===== config.mk =====
export PLATFORM = sky130hd
export DESIGN_NAME = spi_reg_ctrl
export DESIGN_NICKNAME = d
export VERILOG_FILES = /design/src/rtl/spi_reg_pkg.sv /design/src/rtl/sync_edge_det.sv /design/src/rtl/spi_reg_ctrl.sv
export SDC_FILE = /design/constraint.sdc
export NUM_CORES = 1
export LEC_CHECK = 0
export ABC_CLOCK_PERIOD_IN_PS = 2950
export BUFFER_PORTS_ARGS = -buffer_cell sky130_fd_sc_hd__buf_4
export CORE_MARGIN = 3
export CORE_UTILIZATION = 37
export CTS_BUF_LIST = sky130_fd_sc_hd__clkbuf_8 sky130_fd_sc_hd__clkbuf_16
export DETAILED_ROUTE_END_ITERATION = 8
export HOLD_SLACK_MARGIN = 0.15
export SLEW_MARGIN = 20
export SYNTH_ARGS = -nofsm -noshare
export SYNTH_HDL_FRONTEND = slang
export SYNTH_SLANG_ARGS = --single-unit
export TNS_END_PERCENT = 100

===== constraint.sdc =====
create_clock -name clk_core -period 2.95 [get_ports clk_core]
set_clock_uncertainty 0.2 [all_clocks]
set_input_delay 0.295 -clock clk_core [delete_from_list [all_inputs] [get_ports clk_core]]
set_output_delay 0.295 -clock clk_core [all_outputs]
set_load 0.03 [all_outputs]

===== src/rtl/spi_reg_pkg.sv =====
// Shared definitions for the SPI register-map controller: register addresses,
// FSM state encoding and field masks.
package spi_reg_pkg;

    localparam logic [6:0] REG_FW_VER    = 7'h00;
    localparam logic [6:0] REG_FORCE_BT  = 7'h01;
    localparam logic [6:0] REG_UART_INV  = 7'h02;
    localparam logic [6:0] REG_TELEM_SEL = 7'h03;
    localparam logic [6:0] REG_SCRATCH   = 7'h04;
    localparam logic [6:0] REG_ERR_CNT   = 7'h05;

    localparam logic [7:0] FORCE_BT_MASK = 8'h01;
    localparam logic [7:0] ERR_CNT_MAX   = 8'hFF;

    typedef enum logic [1:0] {
        IDLE = 2'd0,
        CMD  = 2'd1,
        DATA = 2'd2
    } state_e;

    // Writes to the read-only firmware version or to any unmapped address are errors.
    function automatic logic is_err_addr(input logic [6:0] addr);
        return (addr == REG_FW_VER) || (addr > REG_ERR_CNT);
    endfunction

endpackage


===== src/rtl/sync_edge_det.sv =====
// Two-flop synchroniser followed by an edge register; emits a one-cycle pulse on
// each synchronised rising edge of a level arriving from another clock domain.
module sync_edge_det (
    input  logic clk,
    input  logic rst_n,
    input  logic din,
    output logic rise
);

    logic [2:0] sync_q;
    logic [2:0] sync_d;

    always_comb begin
        sync_d = {sync_q[1:0], din};
    end

    always_ff @(posedge clk or negedge rst_n) begin
        if (!rst_n) begin
            sync_q <= 3'b000;
        end else begin
            sync_q <= sync_d;
        end
    end

    // sync_q[1] is the last metastability-safe stage, sync_q[2] its delayed copy.
    assign rise = sync_q[1] & ~sync_q[2];

endmodule


===== src/rtl/spi_reg_ctrl.sv =====
// SPI register-map controller: sequences spi_slave bytes into 7-bit register
// reads/writes. Burst auto-increment is enabled by defining SPI_REG_AUTOINC_EN.
module spi_reg_ctrl
    import spi_reg_pkg::*;
#(
    parameter logic [7:0] UART_INV_RST  = 8'h00,
    parameter logic [7:0] TELEM_SEL_RST = 8'h00,
    parameter logic [7:0] SCRATCH_RST   = 8'hA5
) (
    input  logic       clk_core,
    input  logic       reset_n,
    input  logic [7:0] fpga_firmware_version,
    input  logic       spi_transaction_begin,
    input  logic       spi_rx_byte_available,
    input  logic [7:0] spi_rx_byte,
    output logic [7:0] spi_tx_byte,
    output logic       bootloader_force_pin,
    output logic [7:0] uart_inverted,
    output logic [7:0] telemetry_con_sel,
    output logic       busy
);

    state_e     state_q, state_d;
    logic       rw_q, rw_d;
    logic [6:0] addr_q, addr_d;
    logic [7:0] tx_q, tx_d;
    logic [7:0] force_bt_q, force_bt_d;
    logic [7:0] uart_inv_q, uart_inv_d;
    logic [7:0] telem_sel_q, telem_sel_d;
    logic [7:0] scratch_q, scratch_d;
    logic [7:0] err_cnt_q, err_cnt_d;

    logic       rx_evt;
    logic [6:0] next_addr;
    logic [6:0] rd_addr;
    logic [7:0] rd_data;

    sync_edge_det u_rx_sync (
        .clk   (clk_core),
        .rst_n (reset_n),
        .din   (spi_rx_byte_available),
        .rise  (rx_evt)
    );

`ifdef SPI_REG_AUTOINC_EN
    assign next_addr = addr_q + 7'd1;
`else
    assign next_addr = addr_q;
`endif

    // Command reads use the address in the incoming byte; burst reads use the advanced address.
    assign rd_addr = (state_q == CMD) ? spi_rx_byte[6:0] : next_addr;

    always_comb begin
        rd_data = 8'h00;
        case (rd_addr)
            REG_FW_VER:    rd_data = fpga_firmware_version;
            REG_FORCE_BT:  rd_data = force_bt_q & FORCE_BT_MASK;
            REG_UART_INV:  rd_data = uart_inv_q;
            REG_TELEM_SEL: rd_data = telem_sel_q;
            REG_SCRATCH:   rd_data = scratch_q;
            REG_ERR_CNT:   rd_data = err_cnt_q;
            default:       rd_data = 8'h00;
        endcase
    end

    always_comb begin
        state_d     = state_q;
        rw_d        = rw_q;
        addr_d      = addr_q;
        tx_d        = tx_q;
        force_bt_d  = force_bt_q;
        uart_inv_d  = uart_inv_q;
        telem_sel_d = telem_sel_q;
        scratch_d   = scratch_q;
        err_cnt_d   = err_cnt_q;

        // A new transaction always wins, including over a byte arriving the same cycle.
        if (spi_transaction_begin) begin
            state_d = CMD;
            tx_d    = 8'h00;
        end else if (rx_evt) begin
            case (state_q)
                CMD: begin
                    rw_d    = spi_rx_byte[7];
                    addr_d  = spi_rx_byte[6:0];
                    state_d = DATA;
                    if (!spi_rx_byte[7]) begin
                        tx_d = rd_data;
                    end
                end
                DATA: begin
                    addr_d = next_addr;
                    if (rw_q) begin
                        case (addr_q)
                            REG_FORCE_BT:  force_bt_d  = spi_rx_byte & FORCE_BT_MASK;
                            REG_UART_INV:  uart_inv_d  = spi_rx_byte;
                            REG_TELEM_SEL: telem_sel_d = spi_rx_byte;
                            REG_SCRATCH:   scratch_d   = spi_rx_byte;
                            REG_ERR_CNT:   err_cnt_d   = 8'h00;
                            default: begin
                                if (is_err_addr(addr_q) && (err_cnt_q != ERR_CNT_MAX)) begin
                                    err_cnt_d = err_cnt_q + 8'd1;
                                end
                            end
                        endcase
                    end else begin
                        tx_d = rd_data;
                    end
                end
                default: begin
                end
            endcase
        end
    end

    always_ff @(posedge clk_core or negedge reset_n) begin
        if (!reset_n) begin
            state_q     <= IDLE;
            rw_q        <= 1'b0;
            addr_q      <= 7'h00;
            tx_q        <= 8'h00;
            force_bt_q  <= 8'h00;
            uart_inv_q  <= UART_INV_RST;
            telem_sel_q <= TELEM_SEL_RST;
            scratch_q   <= SCRATCH_RST;
            err_cnt_q   <= 8'h00;
        end else begin
            state_q     <= state_d;
            rw_q        <= rw_d;
            addr_q      <= addr_d;
            tx_q        <= tx_d;
            force_bt_q  <= force_bt_d;
            uart_inv_q  <= uart_inv_d;
            telem_sel_q <= telem_sel_d;
            scratch_q   <= scratch_d;
            err_cnt_q   <= err_cnt_d;
        end
    end

    assign spi_tx_byte          = tx_q;
    assign bootloader_force_pin = force_bt_q[0];
    assign uart_inverted        = uart_inv_q;
    assign telemetry_con_sel    = telem_sel_q;
    assign busy                 = (state_q != IDLE);

endmodule


==> impl_metrics.toml, run 1 <==
[run_status]
outcome = "finished, final reports clean"

[grt]
grt_pass1_wl_mm = 11.8
grt_pass1_vias = 2174
overflow = 0
grt_max_degree = 55
grt.total_usage_pct = 18.1
antenna_found_initial = 0

[floorplanning]
io_pins = 46
die_w_um = 91.0
initial_utilization_pct = 38.7
rows = 30
dieArea_sq_mm = 0.00828
die_h_um = 91.0
core_area_sq_mm = 0.00691

[timing]
worst_slew_pin_slew_ns = 0.878
min_period_ns = 2.82
hold_ws_ns = 0.197
slew_headroom_pct = 41.0
post-route-period-util_pct = 95.5
rsz0062_at_grt = "false"
tns_ns = 0
hold_viol_final = 0
fmax_ghz = 0.355
finalSetupViolCount = 0
maxSlewViolCount = 0

[synthesis]
synth-warning-count = 0
netlist_area_sq_mm = 0.00267
synthDistinctLibCells = 41
synth_xor_area_share_pct = 1.64
muxShareOfSynthArea_pct = 18.5
ys_seq_elements = 54
synth_top_family_by_area = "multiplexers"
synth_compound_area_share_pct = 11.5
synth_seq_area_share_pct = 50.8
synth_fp_nets = 250
synthCells = 229
synthAdderAreaFrac_pct = 0.468
yosys.area_share.simple_pct = 15.0
syn_avg_cell_area_sq_um = 11.7

[clocking]
ctsResizeCount = 0
htree_levels = 2
clk_path_buf_depth = 2
cts_sinks = 54
cts_root_buf = "clkbuf_8"
clkTransAtPathRegs_ns = 0.11
clock_latency_ns = 0.32
post_cts_buffers = 0
cts_tree = "built"
numCtsBuffers = 5

[finish]
multi_input_area_sq_mm = 0.00126
diodes = 0
ff_latch_area_sq_mm = 0.00136
fillers = 665
final_nets = 318
layout-drive-gt1-share_pct = 37.9
area_growth_pct = 28.0

[worst_hold_path]
hold_end = "u_rx_sync.sync_q[1]"
hold_path_depth = 0
hold_start = "u_rx_sync.sync_q[0]"
min_path_type = "reg2reg"

[critical_path]
start_kind = "input port"
r2r_end = "uart_inverted[7]"
cp.depth = 6
cp_top_family = "simple AND/OR/NAND/NOR gates"
cpPeakStageDelay_ns = 0.72
timing.rr.start = "state_q[1]"
cp_cell_sequence = "dlygate4sd3_1 -> buf_4 -> or4_1 -> nor2_4 -> nor4b_4 -> mux2_2"
worstPathMaxFanout = 10
critPathKind = "in2reg"
r2r_cells = 5
cpMaxStageDelayCell = "or4_1"
critPathArrivalTime_ns = 2.84
regToRegSetupSlack_ns = 0.21
worstPathBufferInverterCount = 2
worstSetupEndpointType = "register"
required_ns = 2.97

[power_and_ir_drop]
leakage_nw = 1.51
vdd_drop_max_v = 0.000272
power.density_mw_per_mm2 = 454

[place]
numPortBuffers = 45
gp_congestion = 0.819
post-dp-hpwl_mm = 4.87

[flow_run]
maxCapViolCount = 0

[detailed_routing]
vias = 2167
drtPass1Iterations = 5
drc_errors = 0
ant_nets = 0
vias_per_cell = 5.50
post_drt_wl_per_cell_um = 18.0
wirelength_mm = 7.08
drt_iter0_markers = 201
## sequential cells by signal (all words and copies together) (netlist names), 2 cells and up
signal	count
scratch_q	8
u_rx_sync.sync_q	3
uart_inverted	8
addr_q	7
telemetry_con_sel	8
state_q	2
spi_tx_byte	8
err_cnt_q	8
## synth_stat cells (all sizes together)
| master | number | area (sq um) |
|---|---|---|
| dfrtp | 50 | 1250 |
| mux2 | 42 | 473 |
| a21oi | 17 | 85.1 |
| nor2 | 15 | 63.8 |
| nand3 | 10 | 50.1 |
| nand2 | 9 | 33.8 |
| a222oi | 8 | 80.1 |
| a22oi | 7 | 52.6 |
| clkbuf | 6 | 23.8 |
| inv | 5 | 18.8 |
| nor3 | 5 | 25.0 |
| nor4 | 5 | 31.3 |
| xnor2 | 5 | 43.8 |
| dfstp | 4 | 105 |
| nor3b | 4 | 35.0 |
| o21ai | 4 | 20.0 |
| and3 | 3 | 18.8 |
| buf | 3 | 15.0 |
| nand2b | 3 | 18.8 |
| nor4b | 3 | 41.3 |
| and4 | 2 | 17.5 |
| mux2i | 2 | 20.0 |
| or2 | 2 | 12.5 |
| or4 | 2 | 15.0 |
| a2111oi | 1 | 15.0 |
| a211oi | 1 | 7.51 |
| a2bb2oi | 1 | 8.76 |
| a31oi | 1 | 6.26 |
| a32oi | 1 | 8.76 |
| ha | 1 | 12.5 |
| nand4 | 1 | 6.26 |
| nand4b | 1 | 8.76 |
| nor2b | 1 | 6.26 |
| nor4bb | 1 | 10.0 |
| o21a | 1 | 7.51 |
| o41ai | 1 | 16.3 |
| or3 | 1 | 6.26 |
## stage by stage
stage / power (mW) / std cells / setup WS (ns) / instance area [sq um] / util [%]
6_report: 1.55 / 394 / 0.131 / 3420 / 49.5
5_1_grt: 1.63 / 394 / 0.0591 / 3420 / 49.5
4_1_cts: 1.56 / 394 / 0.144 / 3420 / 49.5
3_5_place_dp: 1.10 / 368 / 0.235 / 3140 / 45.5
3_3_place_gp: 1.10 / 368 / 0.286 / 3140 / 45.5
2_1_floorplan: 0.995 / 229 / 0.561 / 2670 / -
## what timing repair did
action	CTS	global route
hold buffers	18	0
setup endpoints to repair	0	0
endpoints found under the hold margin	93	0
## logic make-up after synthesis
group                    Yosys count
AO/OA/AOI/OAI                     43
XOR/XNOR                           5
adder cells (fa/ha/maj)            1
buffers and inverters             14
flip-flops                        54
multiplexers                      44
AND/OR/NAND/NOR                   68
## worst max-delay path by stage
stage,to,slack [ns],startpoint
after global routing,uart_inverted[0],0.06,spi_transaction_begin
after detailed placement,uart_inverted[7],0.24,state_q[1]
after floorplan,spi_tx_byte[2],0.56,state_q[1]
final,uart_inverted[7],0.13,spi_transaction_begin
after CTS,uart_inverted[7],0.14,spi_transaction_begin
after global placement,uart_inverted[0],0.29,u_rx_sync.sync_q[2]
## layer usage
layer | routed length [um] | vias up | global-route usage, %
met4 | 142 | 0 | 5.65
met2 | 3290 | 81 | 27.8
met3 | 381 | 16 | 3.56
met5 | 0 | - | 0
li1 | - | 1002 | -
met1 | 3270 | 1068 | 25.7
## power by group
group	switching (mW)	total [mW]	internal [mW]	leakage, nW
clock network	0.273	0.448	0.175	0.0491
logic	0.139	0.261	0.122	0.767
registers	0.0615	0.844	0.783	0.695
## layout by cell type, fill, tap and decap left out, drive strengths merged, types with 2 or more instances in the layout
cell          n
dfrtp        50
and3          3
nand2b        3
mux2i         2
nor4          5
dlygate4sd3  18
nor3b         4
or4           2
clkbuf        5
or2           2
xnor2         5
a22oi         7
buf          52
o21ai         4
a21oi        17
dfstp         4
inv           7
nor3          5
nor2         15
nand2         9
mux2         42
and4          2
nor4b         3
a222oi        8
nand3        10
## area by class of cell
cell class                      instances  share of cell area (%)
Multi-Input combinational cell        161                    36.8
Clock inverter                          3                   0.769
Timing Repair Buffer                   70                    16.7
Inverter                                5                   0.549
Tap cell                               96                    3.51
Sequential cell                        54                    39.7
Clock buffer                            5                    2.01
No activity file was read; power rests on OpenSTA's default activity.
==> run 2, diff against run 1 <==
--- a/config.mk
+++ b/config.mk
@@ -8,7 +8,7 @@
 export ABC_CLOCK_PERIOD_IN_PS = 2950
 export BUFFER_PORTS_ARGS = -buffer_cell sky130_fd_sc_hd__buf_4
 export CORE_MARGIN = 3
-export CORE_UTILIZATION = 37
+export CORE_UTILIZATION = 25
 export CTS_BUF_LIST = sky130_fd_sc_hd__clkbuf_8 sky130_fd_sc_hd__clkbuf_16
 export DETAILED_ROUTE_END_ITERATION = 8
 export HOLD_SLACK_MARGIN = 0.15
==> impl_metrics.toml, run 2 (synthesis gave the netlist of run 1 again) <==
[finish]
diodes = 0
instances_no_fill = 437
final_util_pct = 33.8
layout-drive-gt1-share_pct = 38.5
area_growth_pct = 31.1
layout_common_cells = "buf_4, dfrtp_1, mux2_2"
final_nets = 321
layout_commonest_cell = "buf_4"

[critical_path]
regToRegSetupSlack_ns = 0.26
start_kind = "input port"
r2r_end = "uart_inverted[6]"
required_ns = 2.95
worstSetupEndpointType = "register"
critPathKind = "in2reg"
cpPeakStageDelay_ns = 0.73
critPathArrivalTime_ns = 2.80
r2r_cells = 6
timing.rr.start = "state_q[1]"
worstPathMaxFanout = 10
cpMaxStageDelayCell = "or4_1"
crit_top_cell = "buf_4"
cp_cell_sequence = "dlygate4sd3_1 -> buf_4 -> or4_1 -> nor2_4 -> nor4b_4 -> buf_4 -> mux2_2"

[timing]
fmax_ghz = 0.357
post-route-period-util_pct = 94.9
worst_slew_pin_slew_ns = 0.691
slew_headroom_pct = 53.9
min_period_ns = 2.80
hold_viol_final = 0
rsz0062_at_grt = "false"
tns_ns = 0
finalSetupViolCount = 0
hold_ws_ns = 0.165
maxSlewViolCount = 0

[place]
gp_congestion = 0.875
dpl.cell_count = 411
post-dp-hpwl_mm = 5.28
numPortBuffers = 45

[worst_hold_path]
hold_end = "u_rx_sync.sync_q[1]"
min_path_type = "reg2reg"
hold_start = "u_rx_sync.sync_q[0]"
hold_path_depth = 0

[clocking]
numCtsBuffers = 5
htree_levels = 2
cts_root_buf = "clkbuf_8"
cts_tree = "built"
clkTransAtPathRegs_ns = 0.10
cts_sinks = 54
clock_latency_ns = 0.31
clk_path_buf_depth = 2
ctsResizeCount = 0

[detailed_routing]
drc_errors = 0
drtPass1Iterations = 4
drt_iter0_markers = 101
ant_nets = 0
vias = 2160
wirelength_mm = 7.36
vias_per_cell = 4.94
post_drt_wl_per_cell_um = 16.8

[floorplanning]
die_w_um = 109
die_h_um = 109
initial_utilization_pct = 25.8
io_pins = 46
dieArea_sq_mm = 0.0120
core_area_sq_mm = 0.0104
rows = 37

[grt]
grt.total_usage_pct = 12.9
antenna_found_initial = 0
grt_max_degree = 55
grt_pass1_wl_mm = 11.8
overflow = 0
grt_pass1_vias = 2227

[power_and_ir_drop]
vdd_drop_max_v = 0.000225
power.density_mw_per_mm2 = 449
leakage_nw = 1.53
total_power_mw = 1.57

[run_status]
outcome = "finished, final reports clean"

[flow_run]
maxCapViolCount = 0
run 2: power by group:
| part | switching [mW] | internal, mW |
|---|---|---|
| sequential | 0.0640 | 0.783 |
| clock | 0.251 | 0.216 |
| combinational | 0.136 | 0.123 |
run 2: what timing repair did:
action                                 in CTS  in global routing
hold buffers                               18                  0
buffers inserted                            0                  0
endpoints found under the hold margin      93                  0
run 2: worst max path at each step:
stage / start / to / slack (ns) / cells past startpoint
floorplan: state_q[1] / spi_tx_byte[2] / 0.56 / 8
global placement: u_rx_sync.sync_q[2] / uart_inverted[6] / 0.35 / 6
detailed placement: state_q[1] / uart_inverted[5] / 0.28 / 6
CTS: spi_transaction_begin / uart_inverted[5] / 0.14 / 7
global route: spi_transaction_begin / uart_inverted[5] / 0.04 / 7
finish: spi_transaction_begin / uart_inverted[6] / 0.15 / 7
run 2: layer usage:
metal	GRT usage (%)	up-vias	part of all wire, %
met5	0	-	0
li1	-	1002	-
met4	4.81	0	1.6
met2	20.2	65	46
met1	17.8	1086	47
met3	2.17	7	5.3
run 2: stage by stage:
step	worst slack, ns	area (sq um)
after floorplan	0.561	2670
after global placement	0.355	3220
after detailed placement	0.280	3220
after CTS	0.140	3500
after global routing	0.0445	3500
final	0.151	3500
run 2: final cells by class:
cell class	count	area [sq um]
Clock buffer	7	96.3
Clock inverter	1	8.76
Fill cell	1071	6870
Inverter	5	18.8
Multi-Input combinational cell	161	1260
Sequential cell	54	1360
Tap cell	136	170
Timing Repair Buffer	73	593
run 2: critical path: cells and delay by family:
kind | cells | cell delay (ns)
and+or+nand+nor | 3 | 1.26
buffers and inverters | 3 | 0.91
muxes | 1 | 0.34
